### config.mk
export PLATFORM = sky130hd
export DESIGN_NAME = uart_rx_fifo
export DESIGN_NICKNAME = d
export VERILOG_FILES = /design/src/rtl/uart_rx_fifo.sv
export SDC_FILE = /design/constraint.sdc
export NUM_CORES = 1
export LEC_CHECK = 0
export BUFFER_PORTS_ARGS = -buffer_cell sky130_fd_sc_hd__buf_2
export CORE_MARGIN = 2
export CORE_UTILIZATION = 61
export DETAILED_ROUTE_END_ITERATION = 7
export GPL_ROUTABILITY_DRIVEN = 0
export PLACE_DENSITY = 0.8
export SYNTH_ARGS = -nofsm -noshare
export SYNTH_HDL_FRONTEND = slang
export SYNTH_SLANG_ARGS = --single-unit
### constraint.sdc
create_clock -name uart_clock -period 3.5 [get_ports uart_clock]
set_input_delay 0.175 -clock uart_clock [delete_from_list [all_inputs] [get_ports uart_clock]]
set_output_delay 0.175 -clock uart_clock [all_outputs]
set_load 0.02 [all_outputs]
### src/rtl/uart_rx_fifo.sv
// uart_rx_fifo
//   UART receiver with a runtime baud divisor and a show-ahead receive FIFO.
//   The serial input is synchronised, then a start edge launches a frame.
//   Each bit is the 3-sample majority around the bit centre. Every frame is
//   pushed with parity/framing error tags. A frame that arrives while the
//   FIFO is full is dropped, and the sticky overrun flag is set.
// Ports
//   uart_clock, uart_reset   system clock, async active-low reset
//   uart_d_in                serial line (idle high, asynchronous)
//   baud_div                 clock cycles per bit (values below 4 act as 4)
//   rx_data/_parity_err/_frame_err   FIFO head entry, valid with rx_valid
//   rx_valid, rx_ready       pop handshake
//   rx_overrun, clear_err    sticky drop flag and its clear
//   rx_busy                  receiver is inside a frame
//   fifo_count               FIFO occupancy
module uart_rx_fifo #(
  parameter int DATA_BITS   = 8,
  parameter int PARITY_MODE = 0,
  parameter int STOP_BITS   = 1,
  parameter int FIFO_DEPTH  = 4,
  parameter int DIV_WIDTH   = 16
) (
  input  logic                          uart_clock,
  input  logic                          uart_reset,
  input  logic                          uart_d_in,
  input  logic [DIV_WIDTH-1:0]          baud_div,
  output logic [DATA_BITS-1:0]          rx_data,
  output logic                          rx_parity_err,
  output logic                          rx_frame_err,
  output logic                          rx_valid,
  input  logic                          rx_ready,
  output logic                          rx_overrun,
  input  logic                          clear_err,
  output logic                          rx_busy,
  output logic [$clog2(FIFO_DEPTH):0]   fifo_count
);

  localparam int AW = $clog2(FIFO_DEPTH);
  localparam int EW = DATA_BITS + 2;

  typedef enum logic [2:0] {
    ST_IDLE   = 3'd0,
    ST_START  = 3'd1,
    ST_DATA   = 3'd2,
    ST_PARITY = 3'd3,
    ST_STOP   = 3'd4,
    ST_PUSH   = 3'd5
  } state_t;

  // Two-of-three vote over the samples taken around the bit centre
  function automatic logic maj3(input logic a, input logic b, input logic c);
    maj3 = (a & b) | (a & c) | (b & c);
  endfunction

  // Odd mode needs an odd total count of ones, even mode an even count
  function automatic logic parity_fail(input logic [DATA_BITS-1:0] d, input logic p);
    parity_fail = ((^d) ^ p) != (PARITY_MODE == 1);
  endfunction

  logic                 sync1_r, sync_r, prev_r;
  state_t               state_r;
  logic [DIV_WIDTH-1:0] div_r, cnt_r, half_s;
  logic [1:0]           samp_r;
  logic [3:0]           bit_cnt_r;
  logic [DATA_BITS-1:0] shift_r;
  logic                 par_err_r, frame_err_r, maj_s;

  logic [EW-1:0]        mem_r [FIFO_DEPTH];
  logic [AW-1:0]        wr_ptr_r, rd_ptr_r;
  logic [AW:0]          count_r;
  logic                 overrun_r;
  logic                 push_s, pop_s, full_s, do_push_s, drop_s;

  assign half_s = div_r >> 1;
  // The third vote is the live sample at count half+1, the decision point
  assign maj_s  = maj3(samp_r[0], samp_r[1], sync_r);

  // Input synchroniser plus one delayed copy for start-edge detection
  always_ff @(posedge uart_clock or negedge uart_reset) begin
    if (!uart_reset) begin
      sync1_r <= 1'b1;
      sync_r  <= 1'b1;
      prev_r  <= 1'b1;
    end else begin
      sync1_r <= uart_d_in;
      sync_r  <= sync1_r;
      prev_r  <= sync_r;
    end
  end

  // Receive FSM: start detect, bit timing, majority sampling, frame assembly.
  // The bit counter free-runs modulo div for the whole frame, so every state
  // change happens at a decision point without disturbing bit alignment.
  always_ff @(posedge uart_clock or negedge uart_reset) begin
    if (!uart_reset) begin
      state_r     <= ST_IDLE;
      div_r       <= '0;
      cnt_r       <= '0;
      samp_r      <= 2'b11;
      bit_cnt_r   <= 4'd0;
      shift_r     <= '0;
      par_err_r   <= 1'b0;
      frame_err_r <= 1'b0;
    end else begin
      case (state_r)
        ST_IDLE: begin
          if (prev_r && !sync_r) begin
            div_r       <= (baud_div < DIV_WIDTH'(4)) ? DIV_WIDTH'(4) : baud_div;
            cnt_r       <= DIV_WIDTH'(1);  // the detect cycle was count 0
            bit_cnt_r   <= 4'd0;
            par_err_r   <= 1'b0;
            frame_err_r <= 1'b0;
            state_r     <= ST_START;
          end else begin
            state_r <= ST_IDLE;
          end
        end
        ST_START, ST_DATA, ST_PARITY, ST_STOP: begin
          cnt_r <= (cnt_r == div_r - DIV_WIDTH'(1)) ? '0 : cnt_r + DIV_WIDTH'(1);
          if (cnt_r == half_s - DIV_WIDTH'(1)) samp_r[0] <= sync_r;
          if (cnt_r == half_s)                 samp_r[1] <= sync_r;
          if (cnt_r == half_s + DIV_WIDTH'(1)) begin
            case (state_r)
              ST_START: state_r <= maj_s ? ST_IDLE : ST_DATA;
              ST_DATA: begin
                shift_r <= {maj_s, shift_r[DATA_BITS-1:1]};
                if (bit_cnt_r == 4'(DATA_BITS - 1)) begin
                  bit_cnt_r <= 4'd0;
                  state_r   <= (PARITY_MODE != 0) ? ST_PARITY : ST_STOP;
                end else begin
                  bit_cnt_r <= bit_cnt_r + 4'd1;
                end
              end
              ST_PARITY: begin
                par_err_r <= parity_fail(shift_r, maj_s);
                state_r   <= ST_STOP;
              end
              ST_STOP: begin
                if (!maj_s) frame_err_r <= 1'b1;
                if (bit_cnt_r == 4'(STOP_BITS - 1)) begin
                  state_r <= ST_PUSH;
                end else begin
                  bit_cnt_r <= bit_cnt_r + 4'd1;
                end
              end
              default: state_r <= ST_IDLE;
            endcase
          end
        end
        ST_PUSH: state_r <= ST_IDLE;
        default: state_r <= ST_IDLE;
      endcase
    end
  end

  assign push_s    = (state_r == ST_PUSH);
  assign full_s    = (count_r == (AW+1)'(FIFO_DEPTH));
  assign pop_s     = rx_valid && rx_ready;
  // A simultaneous pop frees the head slot, so a push is accepted even when full
  assign do_push_s = push_s && (!full_s || pop_s);
  assign drop_s    = push_s && full_s && !pop_s;

  // FIFO storage, pointers and occupancy
  always_ff @(posedge uart_clock or negedge uart_reset) begin
    if (!uart_reset) begin
      for (int i = 0; i < FIFO_DEPTH; i++) mem_r[i] <= '0;
      wr_ptr_r <= '0;
      rd_ptr_r <= '0;
      count_r  <= '0;
    end else begin
      if (do_push_s) begin
        mem_r[wr_ptr_r] <= {par_err_r, frame_err_r, shift_r};
        wr_ptr_r        <= wr_ptr_r + AW'(1);
      end
      if (pop_s) rd_ptr_r <= rd_ptr_r + AW'(1);
      case ({do_push_s, pop_s})
        2'b10:   count_r <= count_r + (AW+1)'(1);
        2'b01:   count_r <= count_r - (AW+1)'(1);
        default: count_r <= count_r;
      endcase
    end
  end

  // Sticky overrun; a new drop beats a simultaneous clear
  always_ff @(posedge uart_clock or negedge uart_reset) begin
    if (!uart_reset) begin
      overrun_r <= 1'b0;
    end else if (drop_s) begin
      overrun_r <= 1'b1;
    end else if (clear_err) begin
      overrun_r <= 1'b0;
    end else begin
      overrun_r <= overrun_r;
    end
  end

  assign rx_data       = mem_r[rd_ptr_r][DATA_BITS-1:0];
  assign rx_frame_err  = mem_r[rd_ptr_r][DATA_BITS];
  assign rx_parity_err = mem_r[rd_ptr_r][DATA_BITS+1];
  assign rx_valid      = (count_r != '0);
  assign rx_overrun    = overrun_r;
  assign rx_busy       = (state_r != ST_IDLE);
  assign fifo_count    = count_r;

endmodule
; ---- Word level (Yosys, flattened, before mapping)
; Cells that the tools add are included.
[word_totals]
ff_bits = 102
output_inout_bits = 16
latchBits = 0
mem_count = 0
ram_bits = 0
rom_bits = 0
[classes]
mul = 0
div = 0
mux = 34
add_sub_neg = 9
n_lt_le_gt_ge = 4
n_reduce_logical = 28
bitwise = 8
shift = 0
n_eq_ne = 22
[ops]
columns = op, n
row1 = $eq 16x16->1, 3
row2 = $mux 16, 3
row3 = $bwmux 40, 1
row4 = $pmux 16 s2, 1
row5 = $mux 10, 3
row6 = $bmux 10 s2, 1
row7 = $demux 10 s2, 1
row8 = $add 15x1->16 const B, 1
row9 = $add 16x1->16 const B, 1
row10 = $eq 16x15->1, 1
row11 = $lt 16x3->1 const B, 1
row12 = $mux 4, 4
row13 = $pmux 4 s2, 2
row14 = $sub 15x1->16 const B, 1
row15 = $sub 16x1->16 const B, 1
row16 = $ne 3x3->1 const B, 4
row17 = $pmux 3 s2, 2
row18 = $pmux 3 s4, 1
row19 = $ne 2x2->1 const B, 5
row20 = $reduce_and 5->1, 2
row21 = $eq 3x3->1 const B, 3
row22 = $mux 1, 9
row23 = $mux 3, 3
row24 = $reduce_and 2->1, 4
row25 = 28 further kinds, 47

; ---- Depth between registers and ports, before layout
; Gate-level depths: netlist of run 1.
[depth]
word_depth = 7
ltp_mapped = 12
ltp_nobuf = 10

; ---- Least setup slack after synthesis of run 1
; No wires, ideal clock.
[synth_path]
kind = register to register
startpoint = reg div_r[1]
endpoint = reg shift_r[0]
setup_ns = 0.125
slack_ns = 0.892
n_path_buf = 0
stages_incl_launch_ff = 10
required_time_ns = 3.375
t_arrival_ns = 2.484
path_cell_list = dfrtp_1 -> ha_1 -> and4_1 -> and3_4 -> mux2i_1 -> mux2i_1 -> o21ai_0 -> nand4_2 -> nor3_4 -> mux2_2
[synth_via]
elab_chain_len = 3
[synth_rtl]
columns = element, line
row1 = start: declaration, 62  ; logic [DIV_WIDTH-1:0] div_r, cnt_r, half_s;
row2 = start signal: assignment, 108  ; div_r <= (baud_div < DIV_WIDTH'(4)) ? DIV_WIDTH'(4) : baud_div;
row3 = $add 15x1->16, 122  ; if (cnt_r == half_s + DIV_WIDTH'(1)) begin
row4 = $eq 16x16->1, 122
row5 = $reduce_and 3->1 (no source line), --
row6 = end signal: assignment, 126  ; shift_r <= {maj_s, shift_r[DATA_BITS-1:1]};
row7 = end: declaration, 65  ; logic [DATA_BITS-1:0] shift_r;
; No other way between the ends.
; A chain may end at the register's enable or synchronous reset.

; ---- Final worst setup path of run 1
[layout_path]
startpoint = reg div_r[2]
endpoint = reg shift_r[3]
; The elaborated chain is that of the path after synthesis.

==> summary.txt, run 1 <==
Route
  – Detailed-route via count: between 4,000 and 5,000
  – Vias/cell: 6.08
  – Drt pass-1 iters: 5
  – Starting DRC count in detailed routing: between 300 and 400
  – Wire length per cell: approximately 18 um
  – Post-route DRC: 0
  – Antenna-violating nets left: 0
  – Routed wire length: 13.5 mm

Floorplanning
  – Top Ports: 37
  – Row count: 37
  – Die height: around 110 um
  – Initial core utilization: between 60% and 70%
  – Core area: ~10,000 um^2
  – Die area: 11,300 um^2
  – Die Span X: 106 um

Worst setup path
  – Setup slack, reg-to-reg: roughly 430 ps
  – CP Capture Type: flip-flop
  – Top cell by count, worst path: mux2i_1
  – Critical path type: reg2reg
  – Critical-path maximum fanout: 8
  – Critical Path RT: between 3000 and 4000 ps
  – Worst setup SP type: flip-flop
  – Crit path DAT: 3340 ps
  – Origin of the critical flop-to-flop path: div_r[2]$_DFFE_PN0P_
  – Cells along the critical path: ha_1 > and4_1 > and3_4 > mux2i_1 > mux2i_1 > o21ai_0 > nand4_2 > nor3_4 > mux2_2
  – Critical path's slowest cell: dfrtp_1
  – Max incr delay on CP: around 580 ps
  – Worst setup path start: div_r[2]$_DFFE_PN0P_

Power and ir drop
  – Sw Share: between 40% and 50%
  – Peak VDD IR: 0.000480 V
  – Tot Pwr: ~3700 uW
  – Clock network power share: about 20%
  – P per Cell Area: approximately 540 nW/um^2
  – P_int: between 2000 and 2500 uW
  – Sequential Power Share: 46.7%
  – Leakage power: 0.00302 uW
  – Gate power share: between 30 and 40%
  – NetSw: 1490 uW

Synth
  – Synth warnings: 0
  – Synth Instances: 610
  – Most frequent cells after synthesis: dfrtp_1, mux2_2, nor2_1
  – Mapped Nets: 643
  – Synthesized area per cell: 10.5 um^2
  – Count of different cell masters after synthesis: 73
  – Post-synth top area share: between 30% and 40%
  – Most common cell in the netlist: dfrtp_1
  – Yosys top cell by area: dfrtp_1
  – Post-Syn Area: about 6400 um^2
  – Number of synthesized flops with an enable pin: 0
  – Main synth FF type: dfrtp_1
  – Seq cells post-synth: between 100 and 150
  – Synth top area cells: dfrtp_1, mux2_2, xnor2_1, xor2_1, mux4_2
  – Sequential share of the synthesized area: about two fifths
  – Synth async-reset ratio: 100%

Job
  – Maxcap violations: 0

Global route
  – Vias in the first global route: between 4,000 and 5,000
  – Largest net degree at the start of global routing: 58
  – Global-route wire length before repair: roughly 23 mm
  – Aggregate global routing overflow: 0
  – Total GRT Usage: around a quarter
  – Initial antenna violation count: 0

STA
  – Fin. Hold Viols: 0
  – Slew headroom: about 39%
  – RSZ-0062 raised after global routing: false
  – F_max: roughly 0.33 GHz
  – Final min period: roughly 3000 ps
  – Max-slew violation count: 0
  – Final period utilization: approximately 88%
  – Setup TNS: 0 ps
  – Setup violations, final: 0
  – Worst Skew: approximately 13 ps
  – Slew @ Worst Pin: 917 ps

CTS
  – Clock Latency Late Sink: between 300 and 400 ps
  – Clock Pin Slew Worst Setup and Hold Paths: roughly 100 ps
  – Post-cts sizing count: 0
  – Clk sinks: about 100
  – TritonCTS clock tree: yes
  – Root buffer cell: clkbuf_8
  – CTS Buf Count: 9
  – H-tree depth: 3
  – Bufs on Longest Clock Path: 2

Finish
  – Synth-to-Final Area Change: 6.31%
  – Layout Nets: approximately 660
  – N_diodes: 0
  – Fraction of layout cells with a size suffix above 1: between 20% and 30%

Status
  – Status: finished, final reports clean

Placement
  – I/O Buffers: 36
  – Detail Placement HPWL: slightly above 10 mm

Worst hold path
  – HP Class: in2reg
  – Min-delay src: baud_div[1]
[cell type report]
class                      count  area (um^2)
multi-input combinational    450         3540
fill                         797         3440
sequential                   102         2560
clock buffer                   9          124
inverter                      19         71.3
tap                          136          170
clock inverter                 6         68.8
timing repair buffer          44          250
[path summary, 6_finish.rpt]
check / end / cells past startpoint
setup / recovery: shift_r[3]$_DFFE_PN0P_ / 9
setup reg to reg: shift_r[3]$_DFFE_PN0P_ / 9
hold / removal: div_r[1]$_DFFE_PN0P_ / 2
max in group asynchronous: samp_r[0]$_DFFE_PN1P_ / 3
hold reg to reg: sync_r$_DFF_PN1_ / 0
min in group asynchronous: rd_ptr_r[1]$_DFFE_PN0P_ / 2
[metal layers]
layer	track usage [%]	routed length, um	share of wire [%]
met5	0	0	0
met4	10.1	307	2.3
met3	4.54	512	3.8
met2	43.9	6890	51
met1	32.3	5800	43
[sequential cells by signal (all words and copies together), names as in the netlist, 2 cells and up]
| register | flops |
|---|---|
| mem_r | 40 |
| cnt_r | 16 |
| div_r | 16 |
| shift_r | 8 |
| bit_cnt_r | 4 |
| fifo_count | 3 |
| state_r | 3 |
| rd_ptr_r | 2 |
| samp_r | 2 |
| wr_ptr_r | 2 |
[what timing repair did]
| item | 4_1_cts | 5_1_grt |
|---|---|---|
| buffers inserted | 0 | 0 |
| hold buffers | 3 | 0 |
| endpoints found under the hold margin | 57 | 0 |
[logic make-up (layout without fill, tap and decap cells)]
logic type,count (synthesis),in the layout,share of synthesized area [%]
AND/OR/NAND/NOR,212,212,19.5
flip-flops,102,102,40.1
multiplexers,79,79,15.6
AO/OA/AOI/OAI,74,74,7.72
XOR/XNOR,72,72,10.1
buffers and inverters,58,78,4.41
adder cells (fa/ha/maj),13,13,2.63
[stage by stage]
step | util (%) | instance area [um^2] | setup slack, ps | hold WS (ps) | std cells
finish | 66.3 | 6790 | 430 | 39.2 | 766
global route | 66.3 | 6790 | 146 | 24.8 | 766
CTS | 66.3 | 6790 | 405 | 14.9 | 766
detailed placement | 64.2 | 6560 | 427 | 281 | 748
global placement | 64.2 | 6560 | 567 | 268 | 748
floorplan | - | 6380 | 892 | -121 | 610
[critical path, delay by kind of cell, from the launching register on]
family | cells | cell delay [ps]
AO/OA/AOI/OAI | 1 | 270
adder cells (fa/ha/maj) | 1 | 370
flip-flops | 1 | 580
multiplexers | 3 | 650
AND/OR/NAND/NOR | 4 | 1100
[layout by cell type (no fill, tap or decap), drive strengths merged, types with 4 or more instances in the layout]
cell    synthesis  layout
a211o           5       5
a21oi          13      13
o22ai           4       4
o21ai          21      21
and4            5       5
nor2b           6       6
nand4          14      14
mux4           10      10
nor3b           7       7
dfrtp          97      97
nand2b         10      10
a22o            5       5
clkbuf         15       9
or3             6       6
xnor2          39      39
nand2          39      39
and3            8       8
nand3          24      24
buf            24      41
mux2           63      63
dfstp           5       5
nor2           44      44
xor2           33      33
ha             11      11
inv            19      22
nor4           17      17
a31oi           4       4
nor3           18      18
mux2i           6       6
[power by group through the flow]
stage / clock, uW / sequential [uW] / combinational [uW]
floorplan: 0 / 1430 / 1290
global placement: 0 / 1730 / 1160
detailed placement: 0 / 1740 / 1200
CTS: 774 / 1720 / 1210
global route: 816 / 1760 / 1350
finish: 748 / 1730 / 1220
(Power assumes the default switching activity.)
==> run 2, diff against run 1 <==
--- a/config.mk
+++ b/config.mk
@@ -7,10 +7,10 @@
 export LEC_CHECK = 0
 export BUFFER_PORTS_ARGS = -buffer_cell sky130_fd_sc_hd__buf_2
 export CORE_MARGIN = 2
-export CORE_UTILIZATION = 61
+export CORE_UTILIZATION = 50
 export DETAILED_ROUTE_END_ITERATION = 7
 export GPL_ROUTABILITY_DRIVEN = 0
-export PLACE_DENSITY = 0.8
+export PLACE_DENSITY = 0.67
 export SYNTH_ARGS = -nofsm -noshare
 export SYNTH_HDL_FRONTEND = slang
 export SYNTH_SLANG_ARGS = --single-unit
==> run 2 against run 1 <==
Final area up 2.3%; worst setup slack lost 48 ps; global-route usage shrank 3.8 points; critical path type unchanged; largest cell class unchanged; highest routed layer unchanged.
==> summary.txt, run 2 (synthesis results as in run 1) <==
Worst setup path
  – Critical path type: reg2reg
  – CP Capture Type: flip-flop
  – Critical-path maximum fanout: 17 (+9)
  – Critical Path RT: 3750 ps (-20 ps)
  – Crit path DAT: 3370 ps (+30 ps)
  – Worst setup SP type: flip-flop

CTS
  – Clk sinks: 102 (unchanged)
  – Clock Pin Slew Worst Setup and Hold Paths: 70 ps (-30 ps)
  – Clock Latency Late Sink: 370 ps (about the same)
  – CTS Buf Count: 9 (unchanged)
  – Hold_buf cts: 2 (-1)
  – Bufs on Longest Clock Path: 2 (unchanged)
  – Post-CTS Setup Bufs: 0 (unchanged)
  – Root buffer cell: clkbuf_16
  – Post-cts sizing count: 0 (unchanged)
  – TritonCTS clock tree: yes
  – H-tree depth: 3 (unchanged)

Floorplanning
  – Top Ports: 37 (unchanged)
  – Die height: 117 um (+10%)
  – Row count: 41 (+11%)
  – Core area: 12,500 um^2 (+22%)
  – Initial core utilization: 51.0% (-11 points)
  – Die area: 13,700 um^2 (+21%)
  – Die Span X: 117 um (+10%)

Finish
  – Commonest non-fill, non-tap cells in the layout: dfrtp_1, mux2_2, nor2_1
  – Synth-to-Final Area Change: 8.80%
  – Filler cells: 1,139 (+43%)
  – Number of flip-flops in the largest register: 40 (unchanged)
  – Most flop-heavy register: mem_r
  – N_diodes: 0 (unchanged)
  – Largest regs: mem_r (40), cnt_r (16), div_r (16)
  – Fraction of layout cells with a size suffix above 1: 25.3% (+0.40 points)
  – Final Non-Filler Cells: 804 (+5.0%)
  – Commonest non-fill, non-tap cell in the layout: dfrtp_1
  – Layout Nets: 660 (+0.15%)

Job
  – Maxcap violations: 0 (unchanged)

Global route
  – Largest net degree at the start of global routing: 53 (-8.6%)
  – Total GRT Usage: 21.8% (-3.8 points)
  – Vias in the first global route: 4,500 (-3.5%)
  – Initial antenna violation count: 0 (unchanged)
  – Aggregate global routing overflow: 0 (unchanged)
  – Global-route wire length before repair: 23.0 mm (+0.75%)

Route
  – Antenna-violating nets left: 0 (unchanged)
  – Wire length per cell: 17.2 um (-2.4%)
  – Vias/cell: 5.78 (-5.0%)
  – Detailed-route via count: 4,644 (-0.24%)
  – Post-route DRC: 0 (unchanged)
  – Routed wire length: 13.8 mm (+2.4%)
  – Starting DRC count in detailed routing: 404 (+14%)
  – Drt pass-1 iters: 4 (-1)

STA
  – Slew @ Worst Pin: 983 ps (+66.8 ps)
  – Final min period: 3120 ps (+47.8 ps)
  – F_max: 0.321 GHz (-1.5%)
  – Setup violations, final: 0 (unchanged)
  – Max-slew violation count: 0 (unchanged)
  – Fin. Hold Viols: 0 (unchanged)
  – Worst Skew: 9.23 ps (-3.80 ps)
  – Setup TNS: 0 ps (unchanged)
  – RSZ-0062 raised after global routing: false
  – Slew headroom: 34.4% (-4.5 points)
  – Final period utilization: 89.1% (+1.4 points)

Power and ir drop
  – Peak VDD IR: 0.000434 V (-9.7%)
  – P per Cell Area: 574 nW/um^2 (+5.5%)
  – Leakage power: 0.00307 uW (+1.7%)

Placement
  – Detail Placement HPWL: 9.86 mm (-2.5%)
  – Inst Count DP: 786 (+5.1%)
  – I/O Buffers: 36 (unchanged)

Worst hold path
  – HP Class: in2reg

Status
  – Status: finished, final reports clean
==> run 2: cell types whose count changed in the layout (fill, tap and decap cells not counted), sizes merged <==
cell | before | now
bufinv | 1 | 0
clkbuf | 9 | 10
buf | 41 | 43
dlygate4sd3 | 3 | 2
clkinv | 2 | 3
==> run 2: routing by layer <==
metal  share of wire, %  vias to the layer above  GRT usage (%)
met5                  0                        -              0
met4                1.6                        0           6.12
met3                4.3                       16           4.69
met2                 47                      112           34.9
met1                 47                     2300           30.1
li1                   -                     2216              -
==> run 2: path summary, 6_finish.rpt <==
check / from / end / slack (ps) / cells after the start
worst max-delay path: div_r[3]$_DFFE_PN0P_ / shift_r[1]$_DFFE_PN0P_ / 380 / 8
worst min register to register: sync1_r$_DFF_PN1_ / sync_r$_DFF_PN1_ / 360 / 0
max in group asynchronous: uart_reset / sync1_r$_DFF_PN1_ / 2250 / 3
worst min-delay path: clear_err / rx_overrun$_DFFE_PN0P_ / 10 / 2
worst max register to register: div_r[3]$_DFFE_PN0P_ / shift_r[1]$_DFFE_PN0P_ / 380 / 8
min in group asynchronous: uart_reset / cnt_r[12]$_DFFE_PN0P_ / 370 / 2
==> run 2: metrics by stage <==
step                setup WS [ps]  instance area, um^2  hold slack (ps)  power, uW  util [%]
finish                        382                 6950             11.4       3990      55.5
global route                  187                 6950             15.3       4250      55.5
CTS                           386                 6950             3.77       3990      55.5
detailed placement            440                 6620              239       2970      52.9
global placement              551                 6620              235       2930      52.9
floorplan                     892                 6380             -121       2710         -
==> run 2: layout make-up <==
cell class                 count  area (um^2)  share of cell area, %
inverter                      19         71.3                   1.03
sequential                   102         2560                   36.8
clock buffer                  10          239                   3.44
clock inverter                 6         62.6                  0.901
multi-input combinational    450         3540                   51.0
tap                          172          215                   3.10
timing repair buffer          45          255                   3.68
==> run 2: power breakdown <==
group | internal, uW | total (uW) | switching, uW
Sequential | 1290 | 1730 | 437
Combinational | 587 | 1250 | 665
Clock | 521 | 1010 | 488
==> run 2: worst max-delay path, stage by stage, from the launching register on <==
cell and delay [ps]:
dfrtp_1 810, nand3_2 240, nor3_2 340, and4_1 280, xnor2_1 130, and4_1 260, nand4_2 170, nor3_4 380
mux2_2 390
